`src/rtl/hazard_control_unit_pkg.sv`:
```
// Shared definitions for the hazard control unit: FSM state codes,
// EX-stage forwarding select codes, shadow-entry layout and the
// destination-match helper used by the stall and forwarding logic.
package hazard_control_unit_pkg;

    localparam int HCU_REG_ADDR_W = 3;

    typedef enum logic [1:0] {
        ST_RUN   = 2'b00,
        ST_STALL = 2'b01,
        ST_FLUSH = 2'b10
    } hcu_state_t;

    localparam logic [1:0] FWD_RF  = 2'b00;
    localparam logic [1:0] FWD_MEM = 2'b01;
    localparam logic [1:0] FWD_WB  = 2'b10;

    // One in-flight destination record: {valid, rd, regwrite, memread}
    typedef struct packed {
        logic                      valid;
        logic [HCU_REG_ADDR_W-1:0] rd;
        logic                      regwrite;
        logic                      memread;
    } shadow_t;

    // True when stage s will write register r; x0 never matches
    function automatic logic dest_match(input logic [HCU_REG_ADDR_W-1:0] r,
                                        input shadow_t s);
        return s.valid & s.regwrite & (s.rd == r) & (r != '0);
    endfunction

endpackage

```
`src/rtl/hcu_shadow_pipe.sv`:
```
// Three-deep shadow of the EX, MEM and WB destination info. MEM and WB
// always follow the stage ahead; EX takes the ID entry or a bubble.
module hcu_shadow_pipe
    import hazard_control_unit_pkg::*;
(
    input  logic    clk,
    input  logic    reset,
    input  shadow_t id_entry,
    input  logic    insert_bubble,
    output shadow_t ex,
    output shadow_t mem,
    output shadow_t wb
);

    // Shift the shadow pipe every edge; a bubble clears the EX entry
    always_ff @(posedge clk or negedge reset) begin
        if (!reset) begin
            ex  <= '0;
            mem <= '0;
            wb  <= '0;
        end else begin
            wb  <= mem;
            mem <= ex;
            ex  <= insert_bubble ? shadow_t'('0) : id_entry;
        end
    end

endmodule

```
`src/rtl/hazard_control_unit.sv`:
```
// Pipeline sequencer for the 16-bit MISC-V core: load-use and branch
// stalls, jump flush, decode comparator forwarding and registered EX
// forwarding selects. Define HAZARD_PERF_EN to add saturating stall and
// flush counters (stall_count, flush_count).
//
// Handshake: stall holds PC and IF/ID (pc_write=ifid_write=0) and inserts
// an ID/EX bubble in the same cycle; flush only ever happens when not
// stalled, and the instruction arriving in ID right after a flush is
// treated as invalid.
module hazard_control_unit
    import hazard_control_unit_pkg::*;
#(
    parameter int REG_ADDR_W = HCU_REG_ADDR_W
`ifdef HAZARD_PERF_EN
    ,
    parameter int CNT_W = 16
`endif
) (
    input  logic                  clk,
    input  logic                  reset,
    input  logic                  id_valid,
    input  logic [REG_ADDR_W-1:0] id_rs1,
    input  logic [REG_ADDR_W-1:0] id_rs2,
    input  logic [REG_ADDR_W-1:0] id_rd,
    input  logic                  id_use_rs1,
    input  logic                  id_use_rs2,
    input  logic                  id_regwrite,
    input  logic                  id_memread,
    input  logic                  id_is_branch,
    input  logic                  id_jump,
    output logic                  pc_write,
    output logic                  ifid_write,
    output logic                  ifid_flush,
    output logic                  idex_bubble,
    output logic                  comparatorMux1Control,
    output logic                  comparatorMux2Control,
    output logic [1:0]            ex_fwd_a_sel,
    output logic [1:0]            ex_fwd_b_sel,
    output logic [1:0]            hcu_state
`ifdef HAZARD_PERF_EN
    ,
    output logic [CNT_W-1:0]      stall_count,
    output logic [CNT_W-1:0]      flush_count
`endif
);

    hcu_state_t state_q, state_d;
    shadow_t    ex_s, mem_s, wb_s, id_entry;
    logic       idv, stall, flush;
    logic       ex_hit1, ex_hit2, mem_hit1, mem_hit2;
    logic [1:0] fwd_a_d, fwd_b_d, fwd_a_q, fwd_b_q;

    hcu_shadow_pipe u_shadow (
        .clk           (clk),
        .reset         (reset),
        .id_entry      (id_entry),
        .insert_bubble (stall),
        .ex            (ex_s),
        .mem           (mem_s),
        .wb            (wb_s)
    );

    // The register file writes in the first half-cycle, so WB never needs
    // a forward; its shadow entry has no consumer here.
    logic unused_wb;
    assign unused_wb = ^wb_s;

    // Hazard detection, forwarding selection, outputs and next state
    always_comb begin
        idv      = id_valid & (state_q != ST_FLUSH);
        ex_hit1  = id_use_rs1 & dest_match(id_rs1, ex_s);
        ex_hit2  = id_use_rs2 & dest_match(id_rs2, ex_s);
        mem_hit1 = id_use_rs1 & dest_match(id_rs1, mem_s);
        mem_hit2 = id_use_rs2 & dest_match(id_rs2, mem_s);

        stall = idv & (((ex_hit1 | ex_hit2) & ex_s.memread) |
                       (id_is_branch & ((ex_hit1 | ex_hit2) |
                                        ((mem_hit1 | mem_hit2) & mem_s.memread))));
        flush = id_jump & idv & ~stall;

        pc_write    = ~stall;
        ifid_write  = ~stall;
        idex_bubble = stall;
        ifid_flush  = flush;

        comparatorMux1Control = ~(id_is_branch & ~stall & mem_hit1 & ~mem_s.memread);
        comparatorMux2Control = ~(id_is_branch & ~stall & mem_hit2 & ~mem_s.memread);

        id_entry = '{valid: idv, rd: id_rd, regwrite: id_regwrite, memread: id_memread};

        fwd_a_d = FWD_RF;
        fwd_b_d = FWD_RF;
        if (idv && !stall) begin
            if (ex_hit1 && !ex_s.memread) fwd_a_d = FWD_MEM;
            else if (mem_hit1)            fwd_a_d = FWD_WB;
            if (ex_hit2 && !ex_s.memread) fwd_b_d = FWD_MEM;
            else if (mem_hit2)            fwd_b_d = FWD_WB;
        end

        state_d = ST_RUN;
        if (stall)      state_d = ST_STALL;
        else if (flush) state_d = ST_FLUSH;
    end

    // FSM state register
    always_ff @(posedge clk or negedge reset) begin
        if (!reset) state_q <= ST_RUN;
        else        state_q <= state_d;
    end

    // EX-stage forwarding selects follow the instruction into EX
    always_ff @(posedge clk or negedge reset) begin
        if (!reset) begin
            fwd_a_q <= FWD_RF;
            fwd_b_q <= FWD_RF;
        end else begin
            fwd_a_q <= fwd_a_d;
            fwd_b_q <= fwd_b_d;
        end
    end

    assign ex_fwd_a_sel = fwd_a_q;
    assign ex_fwd_b_sel = fwd_b_q;
    assign hcu_state    = state_q;

`ifdef HAZARD_PERF_EN
    // Saturating event counters for stall and flush cycles
    always_ff @(posedge clk or negedge reset) begin
        if (!reset) begin
            stall_count <= '0;
            flush_count <= '0;
        end else begin
            if (stall && stall_count != {CNT_W{1'b1}}) stall_count <= stall_count + 1'b1;
            if (flush && flush_count != {CNT_W{1'b1}}) flush_count <= flush_count + 1'b1;
        end
    end
`endif

endmodule

```
`config.mk`:
```
export PLATFORM = sky130hd
export DESIGN_NAME = hazard_control_unit
export DESIGN_NICKNAME = d
export VERILOG_FILES = /design/src/rtl/hazard_control_unit_pkg.sv /design/src/rtl/hcu_shadow_pipe.sv /design/src/rtl/hazard_control_unit.sv
export SDC_FILE = /design/constraint.sdc
export NUM_CORES = 1
export LEC_CHECK = 0
export CORE_MARGIN = 2
export CORE_UTILIZATION = 26
export DETAILED_ROUTE_END_ITERATION = 8
export PLACE_DENSITY = 0.48
export SLEW_MARGIN = 10
export SYNTH_ARGS = -nofsm -noshare
export SYNTH_HDL_FRONTEND = slang
export SYNTH_SLANG_ARGS = --single-unit
```
`constraint.sdc`:
```
create_clock -name clk -period 2.4 [get_ports clk]
set_input_delay 0.6 -clock clk [delete_from_list [all_inputs] [get_ports clk]]
set_output_delay 0.6 -clock clk [all_outputs]
set_load 0.03 [all_outputs]
```
; Word level (Yosys, flattened, before mapping)
; Index checks and enable logic that the tools add are counted.
[classes]
eq_ne = 5
muxes = 9
bitwise_logic = 34
n_reduce_logical = 7
[ops]
columns = cell, count
row1 = 1-bit AND, 26
row2 = 2-bit 2-to-1 mux, 8
row3 = 3-bit equality test, 4
row4 = 6-bit 2-to-1 mux, 1
row5 = 3-bit nonzero test, 2
row6 = 1-bit NOT, 4
row7 = 1-bit bitwise OR, 4
row8 = 1-bit logical AND, 3
row9 = 1-bit logical NOT, 2
row10 = "2-bit inequality test, second input constant", 1
[totals]
register_bits = 18
input_bits = 18
out_inout_bits = 12

; Logic depth before layout (Yosys ltp)
[logic_depth]
word_depth = 15
ltp_mapped = 7

; By module
; A second synthesis with hierarchy kept.
[hier_totals]
hier_cells = 83
area_unflattened_um2 = 1013.5
[by_module_without_submodules]
columns = module, instances, cells_per_inst, area_each_um2
row1 = hazard_control_unit, 1, 59, 525.5
row2 = hcu_shadow_pipe, 1, 24, 488.0

; Least setup slack after synthesis
; No wires, ideal clock.
[synth_timing]
path_type = input to output
start = input port id_rs1[1]
end = output port pc_write
t_arrival_ns = 2.171
slack_ns = -0.371
path_stages = 7
path_buffers = 2
cell_sequence = nand2b_1 o311ai_0 a32o_2 and3_1 buf_2 nor2_1 buf_4
[synth_via]
elab_chain_len = 11
word_cells_on_any_way = 18
[synth_lines]
columns = item, line_no
row1 = start: declaration, hazard_control_unit.sv:22  ; input logic [REG_ADDR_W-1:0] id_rs1,
row2 = 3-bit equality test, hazard_control_unit_pkg.sv:29  ; return s.valid & s.regwrite & (s.rd == r) & (r != '0);
row3 = 1-bit AND (2 in series), hazard_control_unit_pkg.sv:29
row4 = 1-bit AND, hazard_control_unit.sv:73  ; mem_hit1 = id_use_rs1 & dest_match(id_rs1, mem_s);
row5 = 1-bit bitwise OR, hazard_control_unit.sv:78  ; ((mem_hit1 | mem_hit2) & mem_s.memread))));
row6 = 1-bit AND, hazard_control_unit.sv:78
row7 = 1-bit bitwise OR, hazard_control_unit.sv:77  ; (id_is_branch & ((ex_hit1 | ex_hit2) |
row8 = 1-bit AND, hazard_control_unit.sv:77
row9 = 1-bit bitwise OR (*), hazard_control_unit.sv:76  ; stall = idv & (((ex_hit1 | ex_hit2) & ex_s.memread) |
row10 = 1-bit AND (*), hazard_control_unit.sv:76
row11 = 1-bit NOT (*), n/a
row12 = end: declaration, hazard_control_unit.sv:31  ; output logic pc_write,
; Every way passes the cells marked *; elsewhere a longest branch is shown, timed or not.

; Worst setup path in the final report
[layout_timing]
start = register u_shadow.mem[3] (netlist bit)
end = output port idex_bubble
[layout_via]
elab_chain_len = 10
word_cells_on_any_way = 14
[layout_lines]
columns = item, line_no
row1 = start: declaration, hcu_shadow_pipe.sv:11  ; output shadow_t mem,
row2 = start signal: assignment, hcu_shadow_pipe.sv:19  ; mem <= '0;
row3 = start signal: assignment, hcu_shadow_pipe.sv:23  ; mem <= ex;
row4 = 3-bit equality test, hazard_control_unit_pkg.sv:29
row5 = 1-bit AND (2 in series), hazard_control_unit_pkg.sv:29
row6 = "1-bit AND, on equally long branches", "hazard_control_unit.sv:73, hazard_control_unit.sv:74"
row7 = 1-bit bitwise OR (*), hazard_control_unit.sv:78
row8 = 1-bit AND (*), hazard_control_unit.sv:78
row9 = 1-bit bitwise OR (*), hazard_control_unit.sv:77
row10 = 1-bit AND (*), hazard_control_unit.sv:77
row11 = 1-bit bitwise OR (*), hazard_control_unit.sv:76
row12 = 1-bit AND (*), hazard_control_unit.sv:76
row13 = end: declaration, hazard_control_unit.sv:34  ; output logic idex_bubble,
; Marked as above.

==> summary by stage <==
Status
The run finished, with violations left. The checks that failed: negative setup slack.

Timing
The smallest clock period supported by the final layout is computed as 2900 ps. The final setup skew is 3.27 ps. After layout, the worst setup slack is -495 ps. Setup repair after global routing could not meet its margin everywhere. The share of the clock period used by the worst path is 121%. For the pin with the worst max-slew slack, the measured transition is 478 ps.

The max-slew violation count is 0. The final setup violation count is 6. Based on the critical path, the design can be clocked at up to 345 MHz. The headroom to the max-slew limit is 67.8%.

The hold violation total from the final report was 0.

Logic synthesis
Of all cell types, the one taking the most synthesized area is dfrtp_1. The area share of the largest cell type after synthesis is 48.7%. The mapped netlist covers 925 um2. The total number of yosys warnings is 0. When the netlist entered floorplanning its net count stood at 107.

The post-synthesis sequential element count is 18. In this run, distinct cell masters in the synthesized netlist total 32. Of the synthesized area, sequential elements account for 48.7%. The mean post-synth cell area is 10.4 um2. The count of mapped cells out of synthesis is 89. Yosys attributes the largest share of cell area to dfrtp_1 (49%), xor2_1 (5.7%), nor3b_1 (4.1%), nand2_1 (2.8%), a21oi_1 (2.7%).

Critical path
Of all nets on the critical path, the largest fanout is 4. The critical path start-end classification is reg2out. The flop-to-flop setup slack is 360 ps. In this run the critical register-to-register path is launched from u_shadow.mem[3]$_DFF_PN0_. The data required time of the critical path is 1800 ps.

In this run the worst setup path begins at u_shadow.mem[3]$_DFF_PN0_. The signal arrival time at the worst endpoint is 2300 ps. The endpoint identified for the worst register-to-register timing path is u_shadow.ex[1]$_DFF_PN0_.

The number of cells on the worst reg-to-reg path is 7. The sort of element at the start of the critical path is a register. STA classifies the critical path endpoint as an output port.

Die
The die covers 4050 um2. The initialized floorplan defines 21 standard-cell rows. The die extent in y is 63.6 um.

After floorplanning, the core was sized to cover 3360 um2. For this design the top-level I/O count stands at 30. Measured along the x axis, the die boundary spans 63.6 um. The initial core utilization is 27.5%.

Detailed routing
The count of unresolved DRC violations after routing is 0. In the final routed layout, each cell accounts on average for 13.9 um. The routed design has 2700 um of wire. The detail route stage leaves a number of antenna-violating nets equal to 0.

Using the TritonRoute via totals, the vias-per-cell ratio works out to 4.72. The first detailed-routing pass ran for 4 iterations. The routed layout has 915 vias. The DRC marker count from the first detailed-route iteration is 22.

Power
The cell area power density is 395 nW/um2. Across the VDD grid, the largest voltage drop is 216 uV. The design draws 645 uW. The total leakage power is 0.000690 uW.

Layout
Of the cells placed in the final design, the portion with a size suffix greater than 1 is 49.3%. The number of antenna repair diodes is 0. At the end of the flow, the number of nets in the layout was 168. The layout overhead on the synthesized area is 76.5%. The post-route non-filler standard cell count is 194.

CTS
TritonCTS built the clock tree. Clock-pin slew was measured on the worst setup and hold paths at 100 ps. The depth of the CTS H-tree is 1. The source-to-sink clock delay at the later pin of the worst-skew pair is 290 ps.

The number of clock buffers added by TritonCTS is 3. The maximum clock insertion buffer count is 2. The tree is rooted in a clkbuf_4. The CTS sink count is 18.

Global route
The number of antenna violations at the first check in global routing was 0. The first global-routing pass estimated 4650 um of wire. Summed over all layers, the global routing overflow is 0.

The pin count of the biggest net entering global routing is 19. For this run, the total global-route usage over all layers was measured as 14.8%. The via count of the first global-routing pass is 1,028.

Min path
The worst hold path terminates at u_shadow.mem[0]$_DFF_PN0_. The worst hold-check path type is reg2reg. The number of cells on the worst hold path is 0. The origin of the worst min-delay path is u_shadow.ex[0]$_DFF_PN0_.

Place
The number of buffers added on ports is 29. The global placer's final weighted congestion is 0.901. The post-detailed-placement half-perimeter wirelength is 1990 um. Including well taps, the total number of placed cells is 188.

Job
The tool flagged a number of max-cap violations equal to 0.
layout make-up:
cell class	count	area (um2)
timing repair buffer	58	499
fill	345	1730
clock buffer	3	22.5
sequential	18	452
multi-input combinational	65	586
tap	46	57.6
inverter	4	15.0
worst max-delay path, cell delays in order, from the launching register on:
cell	delay (ps)
dfrtp_1	430
and4b_1	290
a311oi_1	140
or3_4	430
a211oi_4	340
buf_6	150
or2_4	110
buf_6	120
where the power goes:
| group | leakage [uW] | internal [uW] | switching (uW) |
|---|---|---|---|
| combinational | 0.000453 | 85.3 | 77.7 |
| clock | 0.0000138 | 58.5 | 92.6 |
| sequential | 0.000223 | 317 | 13.9 |
| total | 0.000690 | 461 | 184 |
metrics by stage:
stage	TNS, ps	area (um2)	utilization (%)	hold WS, ps	worst slack (ps)
2_1_floorplan	-210	970	-	304	-128
3_3_place_gp	-6020	1490	44.2	442	-1040
3_5_place_dp	-5590	1490	44.2	463	-1000
4_1_cts	-2040	1620	48.3	482	-522
5_1_grt	-2510	1630	48.5	510	-598
6_report	-1950	1630	48.5	483	-495
layer usage:
metal	track usage, %	share of wire (%)
met3	3.21	4.3
met5	0	0
met2	27.0	54
met1	17.1	40
met4	4.89	1.7
layout by cell type (no fill, tap or decap), types with 2 or more instances in the layout:
master           netlist  final
nor3b_1                5      5
o211ai_1               2      2
a211oi_4               1      2
clkdlybuf4s50_1        0     15
nand2b_1               3      3
nand3_2                0      2
a311oi_1               2      2
xnor2_1                2      2
nor3_1                 3      3
and2b_2                2      2
inv_1                  4      3
nand2_1                7      7
clkdlybuf4s15_2        0      3
or2_2                  2      2
xor2_2                 0      5
buf_2                  1      5
a21oi_1                5      3
clkbuf_4               0      3
buf_6                  0      8
nand3_1                5      3
buf_4                  1     26
dfrtp_1               18     17
worst max-delay path by stage:
| stage | slack, ps | cells past startpoint | endpoint |
|---|---|---|---|
| 3_3_place_gp | -1040 | 8 | ifid_write |
| 2_1_floorplan | -130 | 5 | pc_write |
| 4_1_cts | -520 | 7 | idex_bubble |
| 3_5_place_dp | -1000 | 7 | pc_write |
| 6_report | -500 | 7 | idex_bubble |
| 5_1_grt | -600 | 7 | idex_bubble |
cells in the mapped netlist, drive strengths merged:
cell	count
nand3	5
o211ai	2
o311ai	2
a311oi	2
nor4	1
nor3b	5
and3	2
buf	2
nor2	3
or4	1
o21a	1
dfrtp	18
nand2	7
nand2b	3
and2b	2
o2111ai	1
a21o	1
a21oi	5
a211oi	3
inv	4
nor3	3
a32o	1
o21ai	1
xnor2	2
and4b	1
or2	3
xor2	6
a2111oi	1
or3	1
cell families after synthesis:
kind of cell | after synthesis | share of synthesized area, %
buffers and inverters | 6 | 2.98
AND/OR/NAND/NOR | 37 | 23.4
XOR/XNOR | 8 | 7.58
AO/OA/AOI/OAI | 20 | 17.3
flip-flops | 18 | 48.7
what timing repair did:
item | in CTS | in global routing
gates resized for setup | 54 | 13
setup endpoints to repair | 6 | 6
gates cloned | 0 | 0
hold buffers | 0 | 0
pin swaps | 7 | 3
buffers inserted | 3 | 2
registers in the layout, indices dropped and copies added (netlist names):
name and count:
hcu_state 2, ex_fwd_b_sel 2, u_shadow.mem 6, ex_fwd_a_sel 2, u_shadow.ex 6
Power figures use the tool's default switching activity.
